==> src/rtl/imem_sync.sv <==
`timescale 1ns/1ps
`default_nettype none
// ============================================================================
// imem_sync : instruction memory with registered ready/valid fetch port and a
//             byte-strobed load port. Optional stored parity: IMEM_PARITY_EN.
// Revision  : 1.0
// ============================================================================
module imem_sync #(
    parameter int DATA_W   = 32,
    parameter int DEPTH    = 64,
    parameter int ADDR_W   = 8,
    parameter int READ_LAT = 1
) (
    input  logic                  clk,
    input  logic                  rst_n,
    input  logic                  rd_req_i,
    input  logic [ADDR_W-1:0]     rd_addr_i,
    output logic                  rd_ready_o,
    output logic                  rd_valid_o,
    output logic [DATA_W-1:0]     rd_data_o,
    output logic                  rd_fault_o,
    output logic                  rd_perr_o,
    input  logic                  wr_en_i,
    input  logic [ADDR_W-1:0]     wr_addr_i,
    input  logic [DATA_W/8-1:0]   wr_be_i,
    input  logic [DATA_W-1:0]     wr_data_i,
    output logic                  wr_fault_o,
    input  logic                  par_inj_i
);

    localparam int c_bytes  = DATA_W / 8;
    localparam int c_off_w  = (c_bytes > 1) ? $clog2(c_bytes) : 0;
    localparam int c_mem_aw = (DEPTH > 1) ? $clog2(DEPTH) : 1;
`ifdef IMEM_PARITY_EN
    localparam int c_store_w = DATA_W + 1;
`else
    localparam int c_store_w = DATA_W;
`endif
    localparam logic [ADDR_W-1:0] c_off_mask = ADDR_W'((1 << c_off_w) - 1);
    localparam logic [ADDR_W:0]   c_depth    = (ADDR_W + 1)'(DEPTH);
    localparam logic [1:0]        c_cnt_init = 2'((READ_LAT > 1) ? READ_LAT - 2 : 0);

    typedef enum logic [1:0] {
        IDLE = 2'd0,
        WAIT = 2'd1,
        RESP = 2'd2
    } state_t;

    logic [c_store_w-1:0] mem_q [DEPTH];

    state_t              state_q, state_d;
    logic [1:0]          cnt_q, cnt_d;
    logic [DATA_W-1:0]   pend_data_q, pend_data_d;
    logic                pend_fault_q, pend_fault_d;
    logic                pend_perr_q, pend_perr_d;
    logic [DATA_W-1:0]   rd_data_q, rd_data_d;
    logic                rd_fault_q, rd_fault_d;
    logic                rd_perr_q, rd_perr_d;
    logic                wr_fault_q, wr_fault_d;

    logic [ADDR_W-1:0]    w_rd_idx;
    logic                 w_rd_bad;
    logic [c_store_w-1:0] w_rd_word;
    logic [DATA_W-1:0]    w_rd_data;
    logic                 w_rd_perr;
    logic                 w_accept;

    logic [ADDR_W-1:0]    w_wr_idx;
    logic                 w_wr_bad;
    logic                 w_wr_ok;
    logic [DATA_W-1:0]    w_wr_old;
    logic [DATA_W-1:0]    w_wr_merged;
    logic [c_store_w-1:0] w_wr_word;

    // Fetch-side decode; the array is sampled combinationally so a same-edge
    // write to the same word is seen by the read as its pre-write contents.
    always_comb begin
        w_rd_idx  = rd_addr_i >> c_off_w;
        w_rd_bad  = ((rd_addr_i & c_off_mask) != '0) || ({1'b0, w_rd_idx} >= c_depth);
        w_rd_word = mem_q[w_rd_idx[c_mem_aw-1:0]];
        w_rd_data = w_rd_bad ? '0 : w_rd_word[DATA_W-1:0];
`ifdef IMEM_PARITY_EN
        w_rd_perr = !w_rd_bad && (^w_rd_word);
`else
        w_rd_perr = 1'b0;
`endif
    end

    always_comb begin
        w_wr_idx    = wr_addr_i >> c_off_w;
        w_wr_bad    = ((wr_addr_i & c_off_mask) != '0) || ({1'b0, w_wr_idx} >= c_depth);
        w_wr_ok     = wr_en_i && !w_wr_bad;
        w_wr_old    = mem_q[w_wr_idx[c_mem_aw-1:0]][DATA_W-1:0];
        w_wr_merged = w_wr_old;
        for (int b = 0; b < c_bytes; b++) begin
            if (wr_be_i[b]) begin
                w_wr_merged[b*8 +: 8] = wr_data_i[b*8 +: 8];
            end
        end
`ifdef IMEM_PARITY_EN
        // Parity covers the whole merged word so partial writes stay consistent.
        w_wr_word = {(^w_wr_merged) ^ par_inj_i, w_wr_merged};
`else
        w_wr_word = w_wr_merged;
`endif
    end

`ifndef IMEM_PARITY_EN
    logic w_unused_par;
    assign w_unused_par = par_inj_i;
`endif

    always_ff @(posedge clk) begin
        if (w_wr_ok) begin
            mem_q[w_wr_idx[c_mem_aw-1:0]] <= w_wr_word;
        end
    end

    always_comb begin
        state_d      = state_q;
        cnt_d        = cnt_q;
        pend_data_d  = pend_data_q;
        pend_fault_d = pend_fault_q;
        pend_perr_d  = pend_perr_q;
        rd_data_d    = rd_data_q;
        rd_fault_d   = rd_fault_q;
        rd_perr_d    = rd_perr_q;
        wr_fault_d   = wr_en_i && w_wr_bad;
        w_accept     = 1'b0;

        case (state_q)
            IDLE, RESP: begin
                if (rd_req_i) begin
                    w_accept = 1'b1;
                    state_d  = (READ_LAT == 1) ? RESP : WAIT;
                    cnt_d    = c_cnt_init;
                end else begin
                    state_d  = IDLE;
                end
            end
            WAIT: begin
                if (cnt_q == 2'd0) begin
                    state_d    = RESP;
                    rd_data_d  = pend_data_q;
                    rd_fault_d = pend_fault_q;
                    rd_perr_d  = pend_perr_q;
                end else begin
                    cnt_d = cnt_q - 2'd1;
                end
            end
            default: state_d = IDLE;
        endcase

        if (w_accept) begin
            pend_data_d  = w_rd_data;
            pend_fault_d = w_rd_bad;
            pend_perr_d  = w_rd_perr;
            // Single-cycle latency enters RESP on the accept edge itself.
            if (READ_LAT == 1) begin
                rd_data_d  = w_rd_data;
                rd_fault_d = w_rd_bad;
                rd_perr_d  = w_rd_perr;
            end
        end
    end

    always_ff @(posedge clk or negedge rst_n) begin
        if (!rst_n) begin
            state_q      <= IDLE;
            cnt_q        <= 2'd0;
            pend_data_q  <= '0;
            pend_fault_q <= 1'b0;
            pend_perr_q  <= 1'b0;
            rd_data_q    <= '0;
            rd_fault_q   <= 1'b0;
            rd_perr_q    <= 1'b0;
            wr_fault_q   <= 1'b0;
        end else begin
            state_q      <= state_d;
            cnt_q        <= cnt_d;
            pend_data_q  <= pend_data_d;
            pend_fault_q <= pend_fault_d;
            pend_perr_q  <= pend_perr_d;
            rd_data_q    <= rd_data_d;
            rd_fault_q   <= rd_fault_d;
            rd_perr_q    <= rd_perr_d;
            wr_fault_q   <= wr_fault_d;
        end
    end

    assign rd_ready_o = (state_q != WAIT);
    assign rd_valid_o = (state_q == RESP);
    assign rd_data_o  = rd_data_q;
    assign rd_fault_o = rd_fault_q;
    assign rd_perr_o  = rd_perr_q;
    assign wr_fault_o = wr_fault_q;

endmodule
`default_nettype wire

==> config.mk <==
export PLATFORM = sky130hd
export DESIGN_NAME = imem_sync
export DESIGN_NICKNAME = d
export VERILOG_FILES = /design/src/rtl/imem_sync.sv
export SDC_FILE = /design/constraint.sdc
export NUM_CORES = 2
export LEC_CHECK = 0
export ABC_CLOCK_PERIOD_IN_PS = 2200
export BUFFER_PORTS_ARGS = -buffer_cell sky130_fd_sc_hd__buf_4
export CAP_MARGIN = 10
export CORE_ASPECT_RATIO = 0.75
export CORE_MARGIN = 5
export CORE_UTILIZATION = 56
export DETAILED_ROUTE_END_ITERATION = 7
export PLACE_DENSITY = 0.72
export SLEW_MARGIN = 20
export SYNTH_ARGS = -nofsm -noshare
export SYNTH_HDL_FRONTEND = slang
export SYNTH_SLANG_ARGS = --single-unit
==> constraint.sdc <==
create_clock -name clk -period 2.2 [get_ports clk]
set_input_delay 0.44 -clock clk [delete_from_list [all_inputs] [get_ports clk]]
set_output_delay 0.44 -clock clk [all_outputs]
set_load 0.01 [all_outputs]
==> flow_metrics.py <==
metrics = {
    "sta": {
        "setup_slack_ps": 26.94,
        "fin_crit_sh_pct": 98.78,
        "holdWs_ps": 144.1,
        "fin_crit_ps": 2173,
        "rsz0062_at_grt": "false",
        "clock.fmax_mhz": 460.2,
        "max-slew-margin-rel_pct": 45.10,
        "fin_setup_tns_ps": 0,
        "worst_pin_slew_ps": 823.5,
        "setup_viol": 0,
        "slew_viol_final": 0,
        "fin_skew_ps": 30.23,
        "hold_viol": 0,
    },
    "worst_setup_path": {
        "critical_path.slowest_cell": "a221oi_1",
        "crit_type": "flip-flop to flip-flop",
        "startpoint": "mem_q[21][25]",
        "ff2ff_setup_slack_ps": 30,
        "path_cells": "mux4_2 -> a221oi_1 -> o2bb2ai_1 -> buf_4 -> o2bb2ai_1",
        "worstSetupEndpoint": "rd_data_o[25]",
        "crit_path_frequent_cell": "o2bb2ai_1",
        "r2r-end": "rd_data_o[25]",
        "cp_max_fo": 1,
        "path_buf_inv": 1,
        "crit_arrival_ps": 2880,
        "r2r_start": "mem_q[21][25]",
        "path_delay_family": "compound AO/OA/AOI/OAI gates",
        "critPathMaxStageDelay_ps": 760,
        "endpoint_kind": "flip-flop",
        "crit_required_ps": 2910,
        "crit_path_start_kind": "flip-flop",
        "reg2reg_depth": 5,
        "cp.depth": 5,
    },
    "cts": {
        "clock-sinks": 2083,
        "cts_max_level": 4,
        "root_buffer": "clkbuf_16",
        "ctsLongestPathBuffers": 3,
        "cts_tree": "built",
        "clk_pin_slew_worst_paths_ps": 70,
        "cts_setup_buffers": 0,
        "numCtsBuffers": 187,
        "insertion_delay_ps": 820,
    },
    "die": {
        "dieArea_um2": 152600,
        "initial_core_util_pct": 56.11,
        "ios": 94,
        "core.rowCount": 121,
        "fp.dieH_um": 339.6,
        "core-area_um2": 144600,
        "chipWidth_um": 449.5,
    },
    "min_path": {
        "min_path_type": "primary input to asynchronous set/reset pin",
    },
    "grt": {
        "grt_max_degree": 65,
        "grt_pass1_vias": 43160,
        "grt_util_met3_pct": 9.721,
        "grt_use_met1_pct": 44.56,
        "antenna_found_initial": 11,
        "use_met2_pct": 42.77,
        "grt_use_total_pct": 30.13,
        "grt_pass1_wl_mm": 324.9,
        "grt-busiest-layer": "met1",
        "overflow": 0,
    },
    "synthesis": {
        "async_flop_share_pct": 1.680,
        "syn_avg_cell_area_um2": 21.17,
        "synth_ff_type": "edfxtp_1",
        "ys_warn_count": 0,
        "synth_compound_area_share_pct": 2.179,
        "synth_adder_area_share_pct": 0,
        "synth_edf_count": 2048,
        "synth_top_family_by_area": "multiplexers",
        "synth-seq-cells": 2083,
        "synthMuxAreaShare_pct": 16.35,
        "syn_area_um2": 81120,
        "yosys.area_share.simple_pct": 2.932,
        "postSynthNetCount": 3888,
        "yosysUniqueCellTypes": 64,
        "seq_area_frac_synth_pct": 76.89,
        "synth_cells": 3831,
        "synth-xor-area-share_pct": 0,
    },
    "route": {
        "vias_per_cell": 6.571,
        "first_iter_violations": 7266,
        "vias": 44080,
        "wl_mm": 228.8,
        "wire_per_inst_um": 34.11,
        "first_pass_iters": 6,
        "ant_nets": 0,
        "drc_errors": 0,
    },
    "power_and_ir_drop": {
        "leakage_nw": 31.87,
        "ir_worst_vdd_uv": 698.9,
        "power.density_nw_per_um2": 848.9,
    },
    "placed_design": {
        "dp_slack_ps": -839.6,
        "dp_hpwl_mm": 152.4,
        "globalplace.congestion": 0.9118,
        "place_area_um2": 89590,
        "port_buffers": 90,
    },
    "finish": {
        "fin_area_um2": 95720,
        "finalNetCount": 4699,
        "layout-drive-gt1-share_pct": 34.34,
        "synthToLayoutAreaGrowth_pct": 17.99,
        "final_util_pct": 66.20,
    },
    "flow_run": {
        "drv_cap": 0,
    },
    "run_status": {
        "status": "finished clean",
    },
}
## synth_stat cells, types with 3 or more instances
master | instances | area (um2)
a32oi_1 | 16 | 140.1
o31ai_1 | 3 | 22.52
and3b_1 | 4 | 35.03
a21oi_1 | 17 | 85.08
nand3_1 | 20 | 100.1
mux4_2 | 487 | 10970
o211ai_1 | 6 | 45.04
a2111oi_0 | 4 | 35.03
and2_1 | 4 | 25.02
o21ai_0 | 20 | 100.1
o32ai_1 | 4 | 35.03
a211oi_1 | 16 | 120.1
a22oi_1 | 29 | 217.7
edfxtp_1 | 2048 | 61500
a221oi_1 | 8 | 70.07
or3_1 | 11 | 68.82
nor2_1 | 284 | 1066
buf_1 | 9 | 33.78
nor2b_1 | 17 | 106.4
nor4bb_1 | 3 | 30.03
or2_2 | 4 | 25.02
inv_1 | 10 | 37.54
a211oi_2 | 4 | 50.05
a211o_1 | 3 | 26.28
and3_1 | 4 | 25.02
a31oi_1 | 12 | 75.07
buf_2 | 54 | 270.3
o2bb2ai_1 | 20 | 175.2
buf_4 | 38 | 285.3
dfrtp_1 | 35 | 875.8
nor3_1 | 6 | 30.03
nand4_1 | 8 | 50.05
o221ai_1 | 6 | 52.55
o22ai_1 | 55 | 344.1
o21ai_1 | 5 | 25.02
mux2_2 | 18 | 202.7
nand2_1 | 151 | 566.8
mux2i_1 | 209 | 2092
nor3b_1 | 8 | 60.06
buf_6 | 27 | 304.0
nand2b_1 | 17 | 106.4
clkbuf_1 | 97 | 364.1
## worst min path at each step
stage	startpoint	endpoint	depth (start not counted)
floorplan	rst_n	rd_data_o[0]	0
global placement	rst_n	rd_fault_o	1
detailed placement	rst_n	rd_data_o[16]	1
CTS	rst_n	rd_data_o[16]	2
global route	wr_data_i[24]	mem_q[44][24]	1
finish	rst_n	rd_data_o[19]	2
## metal layers
metal	part of all wire (%)	up-vias
li1	-	17500
met2	44	3305
met4	4.0	4
met1	37	22780
met5	0.013	-
met3	15	492
## sequential cells by signal (all words and copies together), names as in the netlist
register,cells
wr_fault_o,1
state_q,1
rd_fault_o,1
rd_data_o,32
mem_q,2048
## metrics by stage
| stage | cells | total power [mW] |
|---|---|---|
| floorplan | 3831 | 46.73 |
| CTS | 6699 | 81.47 |
| global placement | 6355 | 49.25 |
| global route | 6701 | 83.46 |
| detailed placement | 6355 | 49.34 |
| finish | 6707 | 81.25 |
## where the power goes
group / internal, mW / total [mW] / switching [mW]
clock: 18.4 / 32.7 / 14.3
sequential: 43.7 / 43.8 / 0.112
combinational: 1.98 / 4.83 / 2.85
total: 64.0 / 81.2 / 17.2
## cell type report
| type | count | area [um2] |
|---|---|---|
| Antenna cell | 8 | 20.02 |
| Clock inverter | 102 | 1070 |
| Clock buffer | 238 | 4985 |
| Sequential cell | 2083 | 62370 |
| Multi-Input combinational cell | 1510 | 17480 |
| Timing Repair Buffer | 849 | 7357 |
| Inverter | 11 | 42.54 |
| Tap cell | 1906 | 2385 |
| Fill cell | 9095 | 48870 |
## what timing repair did
| item | CTS | global route |
|---|---|---|
| pin swaps | 0 | 1 |
| setup endpoints to repair | 1 | 2 |
| endpoints found under the hold margin | 38 | 0 |
| hold buffers | 4 | 0 |
| gates resized for setup | 1 | 1 |
## logic make-up (layout without fill, tap and decap cells)
kind of cell	Yosys count	after routing
other cells	2	10
compound gates	243	243
simple gates	551	551
buf+inv	238	1200
mux	714	714
flops	2083	2083
## cell usage in the layout, fill, tap and decap left out, types with 29 or more instances in the layout
cell / netlist / final
a22oi_1: 29 / 29
buf_12: 0 / 76
buf_4: 38 / 766
clkbuf_1: 97 / 43
clkbuf_16: 0 / 190
clkinv_1: 1 / 29
clkinv_2: 0 / 33
dfrtp_1: 35 / 35
edfxtp_1: 2048 / 2048
mux2i_1: 209 / 208
mux4_2: 487 / 487
nand2_1: 151 / 147
nor2_1: 284 / 283
o22ai_1: 55 / 55
Note: power is estimated with default switching activity, not from simulation.
